File: src/rtl/mem_pkg.sv
// Shared definitions for the byte-wide memory responder: FSM encodings and
// default geometry / protection limit.
package mem_pkg;

    localparam int MEM_WIDTH      = 8;
    localparam int MEM_ADDR_WIDTH = 8;

    localparam logic [7:0] MEM_PROTECT_LIMIT = 8'h40;

    typedef enum logic [1:0] {
        ST_IDLE = 2'b00,
        ST_WAIT = 2'b01,
        ST_RESP = 2'b10
    } state_t;

endpackage

File: src/rtl/mem_array.sv
// Unified instruction/data storage: synchronous write, combinational read,
// contents deliberately not reset.
module mem_array
    import mem_pkg::*;
#(
    parameter int WIDTH      = MEM_WIDTH,
    parameter int ADDR_WIDTH = MEM_ADDR_WIDTH
) (
    input  logic                  clk,
    input  logic                  we,
    input  logic [ADDR_WIDTH-1:0] addr,
    input  logic [WIDTH-1:0]      wdata,
    output logic [WIDTH-1:0]      rdata
);

    logic [WIDTH-1:0] mem_r [0:(2**ADDR_WIDTH)-1];

    // Byte write on the rising edge when enabled
    always_ff @(posedge clk) begin
        if (we) begin
            mem_r[addr] <= wdata;
        end
    end

    assign rdata = mem_r[addr];

endmodule

File: src/rtl/mem_responder.sv
// Wait-state memory target with valid/ready request and one-shot response.
// Optional write protection below PROTECT_LIMIT: MEM_RESPONDER_PROTECT_EN.
module mem_responder
    import mem_pkg::*;
#(
    parameter int                    WIDTH         = MEM_WIDTH,
    parameter int                    ADDR_WIDTH    = MEM_ADDR_WIDTH,
    parameter int                    WAIT_CYCLES   = 2,
    parameter logic [ADDR_WIDTH-1:0] PROTECT_LIMIT = ADDR_WIDTH'(MEM_PROTECT_LIMIT)
) (
    input  logic                  clk,
    input  logic                  reset,
    input  logic                  req_valid,
    input  logic                  req_write,
    input  logic [ADDR_WIDTH-1:0] req_addr,
    input  logic [WIDTH-1:0]      req_wdata,
    output logic                  req_ready,
    output logic                  rsp_valid,
    output logic [WIDTH-1:0]      rsp_rdata,
    output logic                  rsp_err,
    output logic                  busy
);

    localparam int CNT_W = (WAIT_CYCLES > 0) ? $clog2(WAIT_CYCLES + 1) : 1;
    localparam logic [CNT_W-1:0] CNT_LOAD =
        (WAIT_CYCLES > 0) ? CNT_W'(WAIT_CYCLES - 1) : CNT_W'(0);

`ifdef MEM_RESPONDER_PROTECT_EN
    localparam bit PROTECT_EN = 1'b1;
`else
    localparam bit PROTECT_EN = 1'b0;
`endif

    state_t                state_r, state_nxt_s;
    logic [CNT_W-1:0]      cnt_r, cnt_nxt_s;
    logic                  accept_s;
    logic                  enter_resp_s;

    logic                  write_r;
    logic [ADDR_WIDTH-1:0] addr_r;
    logic [WIDTH-1:0]      wdata_r;

    logic                  acc_write_s;
    logic [ADDR_WIDTH-1:0] acc_addr_s;
    logic [WIDTH-1:0]      acc_wdata_s;
    logic                  prot_s;
    logic                  we_s;
    logic [WIDTH-1:0]      arr_rdata_s;

    logic                  rsp_valid_r;
    logic                  rsp_err_r;
    logic [WIDTH-1:0]      rsp_rdata_r;

    // Next-state and wait-counter logic
    always_comb begin
        state_nxt_s  = state_r;
        cnt_nxt_s    = cnt_r;
        accept_s     = 1'b0;
        enter_resp_s = 1'b0;
        case (state_r)
            ST_IDLE: begin
                if (req_valid) begin
                    accept_s  = 1'b1;
                    cnt_nxt_s = CNT_LOAD;
                    if (WAIT_CYCLES > 0) begin
                        state_nxt_s = ST_WAIT;
                    end else begin
                        state_nxt_s  = ST_RESP;
                        enter_resp_s = 1'b1;
                    end
                end else begin
                    state_nxt_s = ST_IDLE;
                end
            end
            ST_WAIT: begin
                if (cnt_r == CNT_W'(0)) begin
                    state_nxt_s  = ST_RESP;
                    enter_resp_s = 1'b1;
                end else begin
                    cnt_nxt_s = cnt_r - CNT_W'(1);
                end
            end
            ST_RESP: begin
                state_nxt_s = ST_IDLE;
            end
            default: begin
                state_nxt_s = ST_IDLE;
            end
        endcase
    end

    // With zero wait states the access executes on the accept edge, so the
    // live request is used instead of the not-yet-loaded latches.
    always_comb begin
        if (state_r == ST_IDLE) begin
            acc_write_s = req_write;
            acc_addr_s  = req_addr;
            acc_wdata_s = req_wdata;
        end else begin
            acc_write_s = write_r;
            acc_addr_s  = addr_r;
            acc_wdata_s = wdata_r;
        end
    end

    assign prot_s = PROTECT_EN && acc_write_s && (acc_addr_s < PROTECT_LIMIT);
    assign we_s   = enter_resp_s && acc_write_s && !prot_s && !reset;

    mem_array #(
        .WIDTH      (WIDTH),
        .ADDR_WIDTH (ADDR_WIDTH)
    ) u_mem_array (
        .clk   (clk),
        .we    (we_s),
        .addr  (acc_addr_s),
        .wdata (acc_wdata_s),
        .rdata (arr_rdata_s)
    );

    // FSM state and wait counter
    always_ff @(posedge clk or posedge reset) begin
        if (reset) begin
            state_r <= ST_IDLE;
            cnt_r   <= CNT_W'(0);
        end else begin
            state_r <= state_nxt_s;
            cnt_r   <= cnt_nxt_s;
        end
    end

    // Request latches, loaded only on accept
    always_ff @(posedge clk or posedge reset) begin
        if (reset) begin
            write_r <= 1'b0;
            addr_r  <= '0;
            wdata_r <= '0;
        end else if (accept_s) begin
            write_r <= req_write;
            addr_r  <= req_addr;
            wdata_r <= req_wdata;
        end
    end

    // Response registers: strobe and error live for the RESP cycle only,
    // read data holds until the next response
    always_ff @(posedge clk or posedge reset) begin
        if (reset) begin
            rsp_valid_r <= 1'b0;
            rsp_err_r   <= 1'b0;
            rsp_rdata_r <= '0;
        end else begin
            rsp_valid_r <= enter_resp_s;
            rsp_err_r   <= enter_resp_s && prot_s;
            if (enter_resp_s) begin
                rsp_rdata_r <= acc_write_s ? WIDTH'(0) : arr_rdata_s;
            end
        end
    end

    assign req_ready = (state_r == ST_IDLE);
    assign busy      = (state_r == ST_WAIT) || (state_r == ST_RESP);
    assign rsp_valid = rsp_valid_r;
    assign rsp_err   = rsp_err_r;
    assign rsp_rdata = rsp_rdata_r;

endmodule

File: config.mk
export PLATFORM = sky130hd
export DESIGN_NAME = mem_responder
export DESIGN_NICKNAME = d
export VERILOG_FILES = /design/src/rtl/mem_pkg.sv /design/src/rtl/mem_array.sv /design/src/rtl/mem_responder.sv
export SDC_FILE = /design/constraint.sdc
export NUM_CORES = 2
export LEC_CHECK = 0
export CAP_MARGIN = 5
export CELL_PAD_IN_SITES_DETAIL_PLACEMENT = 1
export CELL_PAD_IN_SITES_GLOBAL_PLACEMENT = 2
export CORE_MARGIN = 2
export CORE_UTILIZATION = 54
export DETAILED_ROUTE_END_ITERATION = 12
export PLACE_DENSITY_LB_ADDON = 0.05
export SYNTH_ARGS = -nofsm -noshare
export SYNTH_HDL_FRONTEND = slang
export SYNTH_SLANG_ARGS = --single-unit
File: constraint.sdc
create_clock -name clk -period 11.66 [get_ports clk]
set_input_delay 2.332 -clock clk [delete_from_list [all_inputs] [get_ports clk]]
set_output_delay 2.332 -clock clk [all_outputs]
set_load 0.02 [all_outputs]
After elaboration in Yosys (flattened, before gate mapping)
Memory sizes are Yosys's and may differ from the RTL's.
Cells that the tools add are included.
{ "totals": {"regBits": 30, "latch_bits": 0, "ram_bits": 2048, "mem_bits_ro": 0, "mem_count": 1} }
{ "classes": {"add_sub_neg": 1, "n_mul": 0, "n_div": 0, "order_cmp": 0, "eq_ne": 5, "shift": 0, "mux": 16, "bitwise_logic": 0, "reduce_logical": 8} }
{ "mem_list": {"columns": ["name", "words", "word_bits", "read_ports", "rd_clocked_by_memory_dff", "wr", "line_no", "rtl"], "rows": [
  ["u_mem_array.mem_r", 256, 8, 1, 0, 1, "mem_array.sv:16", "logic [WIDTH-1:0] mem_r [0:(2**ADDR_WIDTH)-1];"]
]} }
{ "ops": {"columns": ["operator", "n"], "rows": [
  ["$mux 8", 3],
  ["$mux 1", 8],
  ["$pmux 2 s2", 2],
  ["$mux 2", 3],
  ["$ne 2x2->1 const B", 3],
  ["$logic_not 2->1", 2],
  ["$reduce_and 3->1", 1],
  ["$eq 2x1->1 const B", 1],
  ["$eq 2x2->1 const B", 1],
  ["$logic_and 1x1->1", 2],
  ["$reduce_bool 2->1", 1],
  ["$sub 2x1->2 const B", 1],
  ["$logic_not 1->1", 1],
  ["$logic_or 1x1->1", 1]
]} }

Logic depth before layout (Yosys ltp)
{ "logic_depth": {"word_depth": 7, "ltp_mapped": 13} }

Hierarchy
From an unflattened synthesis, not the netlist that was laid out.
{ "unflattened": {"cells_unflattened": 3643, "hier_area_um2": 79800.3} }
{ "modules_own_cells": {"columns": ["mod", "n_inst", "cells_each", "area_per_inst_um2", "seq_area_each_um2"], "rows": [
  ["mem_array", 1, 3539, 78332.6, 61499.0],
  ["mem_responder", 1, 104, 1467.7, 750.7]
]} }

Worst setup path after synthesis
OpenSTA, ideal clock, no wires.
{ "synth_timing": {"kind": "input port to flip-flop", "from": "input req_wdata[0]", "to": "memory u_mem_array.mem_r[0][0] (netlist name), data pin", "setup_time_ns": 0.555, "arrival_ns": 4.164, "t_required_ns": 11.105, "slack_ns": 6.941, "cell_stages": 1, "n_path_buf": 0, "cell_sequence": "mux2_2"} }
{ "synth_via": {"elab_chain_cells": 1} }
{ "synth_rtl": {"columns": ["element", "line_no", "rtl"], "rows": [
  ["from (decl)", "mem_responder.sv:16", "input logic [WIDTH-1:0] req_wdata,"],
  ["$mux 8", "mem_responder.sv:95", "if (state_r == ST_IDLE) begin"],
  ["to (decl)", "mem_array.sv:16", null]
]} }
Every way passes these cells.

Final worst setup path
{ "layout_timing": {"from": "input req_addr[1]", "to": "register rsp_rdata_r[4] (netlist: rsp_rdata[4])"} }
{ "layout_via": {"elab_chain_cells": 3} }
{ "layout_rtl": {"columns": ["element", "line_no", "rtl"], "rows": [
  ["from (decl)", "mem_responder.sv:15", "input logic [ADDR_WIDTH-1:0] req_addr,"],
  ["$mux 8", "mem_responder.sv:95", null],
  ["$mem_v2 256x8", null, null],
  ["$mux 8", "mem_responder.sv:155", "rsp_rdata_r <= acc_write_s ? WIDTH'(0) : arr_rdata_s;"],
  ["to (signal assigned)", "mem_responder.sv:155", null],
  ["to (decl)", "mem_responder.sv:52", "logic [WIDTH-1:0] rsp_rdata_r;"]
]} }
Every way passes these cells.
A chain may end at the register's enable or synchronous reset.

==> results.cfg <==
[finish]
nets = 3898
final_common_cell = edfxtp_1
instances_no_fill = 5981
layout_common_cells = edfxtp_1 (2048), mux4_2 (448), nor2_1 (333)
fin_area_um2 = 88500
drive_gt1_share_pct = 20.9
utilization_pct = 60.1
area_growth_pct = 10.9

[sta]
min_period_over_period_pct = 55.7
rsz0062_at_grt = no
worst_pin_slew_ns = 1.52
fmax_mhz = 154
slew_headroom_pct = -2.60
timing.final.hold_violations = 0
slew_violations = 2
setup-tns-final_ns = 0
finalClockSkew_ns = 0.0244
setup_violations = 0
period_minus_slack_ns = 6.49

[cts]
insertion_delay_ns = 0.83
htreeDepth = 4
cts.repair.resized = 0
cts_hold_buf = 0
clockRootBuffer = clkbuf_16
cts_made_buffers = 205
cts_tree = yes
clockBufferDepth = 3
clock-sinks = 2078
clk_pin_slew_worst_paths_ns = 0.06
post-cts-setup-buffers = 0

[power_and_ir_drop]
power_density_nw_per_um2 = 251
power_w = 0.0222
ir_drop_mv = 0.189
p_leak_nw = 27.2

[floorplanning]
num_rows = 141
die_h_um = 388
pin_count = 32
coreArea_um2 = 147000
die_area_um2 = 151000
initial_utilization_pct = 54.2
die_w_um = 388

[worst_setup_path]
crit_path_end_kind = flop
worstPathArrival_ns = 7.24
crit_type = input pin to flop
start_kind = input pin
cp_max_fo = 129
reg2reg_depth = 12
crit_required_ns = 12.41

[placement]
hpwl_mm = 130
dp.cells = 5598
placed_area_um2 = 82100
gp_congestion = 0.842
io_buffers = 30

[grt]
grt_max_degree = 166
antenna_found_initial = 8
grt_pass1_vias = 41700
grt_pass1_wl_mm = 315
track_usage_pct = 29.6
grt_overflow = 0

[status]
violations = capacitance limit, slew limit
status = complete, but fails checks

[yosys]
syn_area_per_cell_um2 = 21.1
synth_ff_type = edfxtp_1
yosys_warnings = 0
ys_seq_area_share_pct = 78.0
syn-num-nets = 3810
synthArstFlopShare_pct = 1.44
netlist_area_um2 = 79800
ys_ff_latch = 2078
synthCells = 3787
synth_edf_count = 2048
synth_cell_types = 49

[route]
dr.pass1.iters = 7
routed_via_density = 6.69
postRouteAntennaNets = 0
vias = 40000
drt_iter0_drc = 4078
wl_per_cell_um = 36.9
drcViolationCount = 0
routed_wl_mm = 221

[hold_path]
whs_path_depth = 1
hp-class = flop to flop

[job]
maxCapViolCount = 1
==> area by class of cell <==
type,count,area [um^2]
sequential,2078,62200
fill,12100,58600
multi-input combinational,1477,16500
clock buffer,267,5550
tap,1930,2410
timing repair buffer,105,951
clock inverter,113,786
inverter,8,30.0
antenna,3,7.51
==> through the flow <==
step / hold WS [ns] / worst slack, ns
final: 0.493 / 5.17
after global routing: 0.506 / 5.03
after CTS: 0.495 / 5.26
after detailed placement: 0.482 / 4.42
after global placement: 0.474 / 4.36
after floorplan: 0.464 / 6.94
==> sequential cells by signal, indices dropped and copies added (netlist names) <==
register           cells
cnt_r                  2
wdata_r                8
addr_r                 8
rsp_valid              1
write_r                1
rsp_rdata              8
u_mem_array.mem_r   2048
state_r                2
==> logic make-up after synthesis <==
| family | Yosys count | share of synthesized area (%) |
|---|---|---|
| adder cells (fa/ha/maj) | 3 | 0.0471 |
| AND/OR/NAND/NOR | 425 | 2.14 |
| other | 1 | 0.00470 |
| flip-flops | 2078 | 78.0 |
| multiplexers | 606 | 14.7 |
| AO/OA/AOI/OAI | 442 | 3.54 |
| buffers and inverters | 232 | 1.56 |
==> worst max-delay path, cell delays in order <==
cell             delay (ns)
clkdlybuf4s50_1        0.52
mux2_8                 0.75
buf_12                 0.63
buf_4                  0.57
mux4_2                 0.32
o22ai_1                0.13
o21ai_0                0.55
a21oi_1                0.22
nor3_1                 0.77
a22o_1                 0.23
==> where the power goes <==
part	internal, W	total, W	switching, W
clock network	0.00354	0.00632	0.00278
registers	0.00940	0.00948	0.0000785
logic	0.00212	0.00643	0.00432
total	0.0151	0.0222	0.00717
==> final timing paths <==
check / start / end / slack, ns
max: req_addr[1] / rsp_rdata[4] / 5.17
min: state_r[1] / state_r[1] / 0.49
max reg2reg: state_r[1] / rsp_rdata[7] / 5.98
min reg2reg: state_r[1] / state_r[1] / 0.49
max in group asynchronous: reset / state_r[0] / 8.76
min in group asynchronous: reset / rsp_valid / 2.11
==> metal layers <==
layer / track usage (%) / vias up / part of all wire [%]
met5: 0 / - / 0.011
met4: 11.0 / 4 / 3.9
met3: 5.43 / 401 / 8.0
met2: 46.4 / 1830 / 48
met1: 42.2 / 21700 / 41
li1: - / 16100 / -
==> synth_stat cells (2+ instances only) <==
master	number	area share, %
a21oi_1	9	0.056
a222oi_1	2	0.025
a22o_1	7	0.077
a32o_1	6	0.075
a41o_1	3	0.038
a41oi_1	13	0.14
and2_1	2	0.016
and3b_1	3	0.033
buf_1	3	0.014
buf_12	2	0.050
buf_2	71	0.45
buf_4	37	0.35
buf_6	12	0.17
buf_8	2	0.038
clkbuf_1	97	0.46
dfrtp_1	30	0.94
edfxtp_1	2048	77
ha_1	3	0.047
inv_1	8	0.038
mux2_2	25	0.35
mux2i_1	132	1.7
mux4_2	448	13
nand2_1	42	0.20
nand2b_1	3	0.024
nand3_1	2	0.013
nand4_1	10	0.078
nor2_1	337	1.6
nor2b_1	6	0.047
nor3_1	8	0.050
nor3b_1	3	0.028
nor4_1	2	0.016
o21ai_0	82	0.51
o21ai_1	18	0.11
o22ai_1	260	2.0
o41ai_1	33	0.36
or2_2	4	0.031
or3_1	2	0.016
Note: power is estimated with default switching activity, not from simulation.
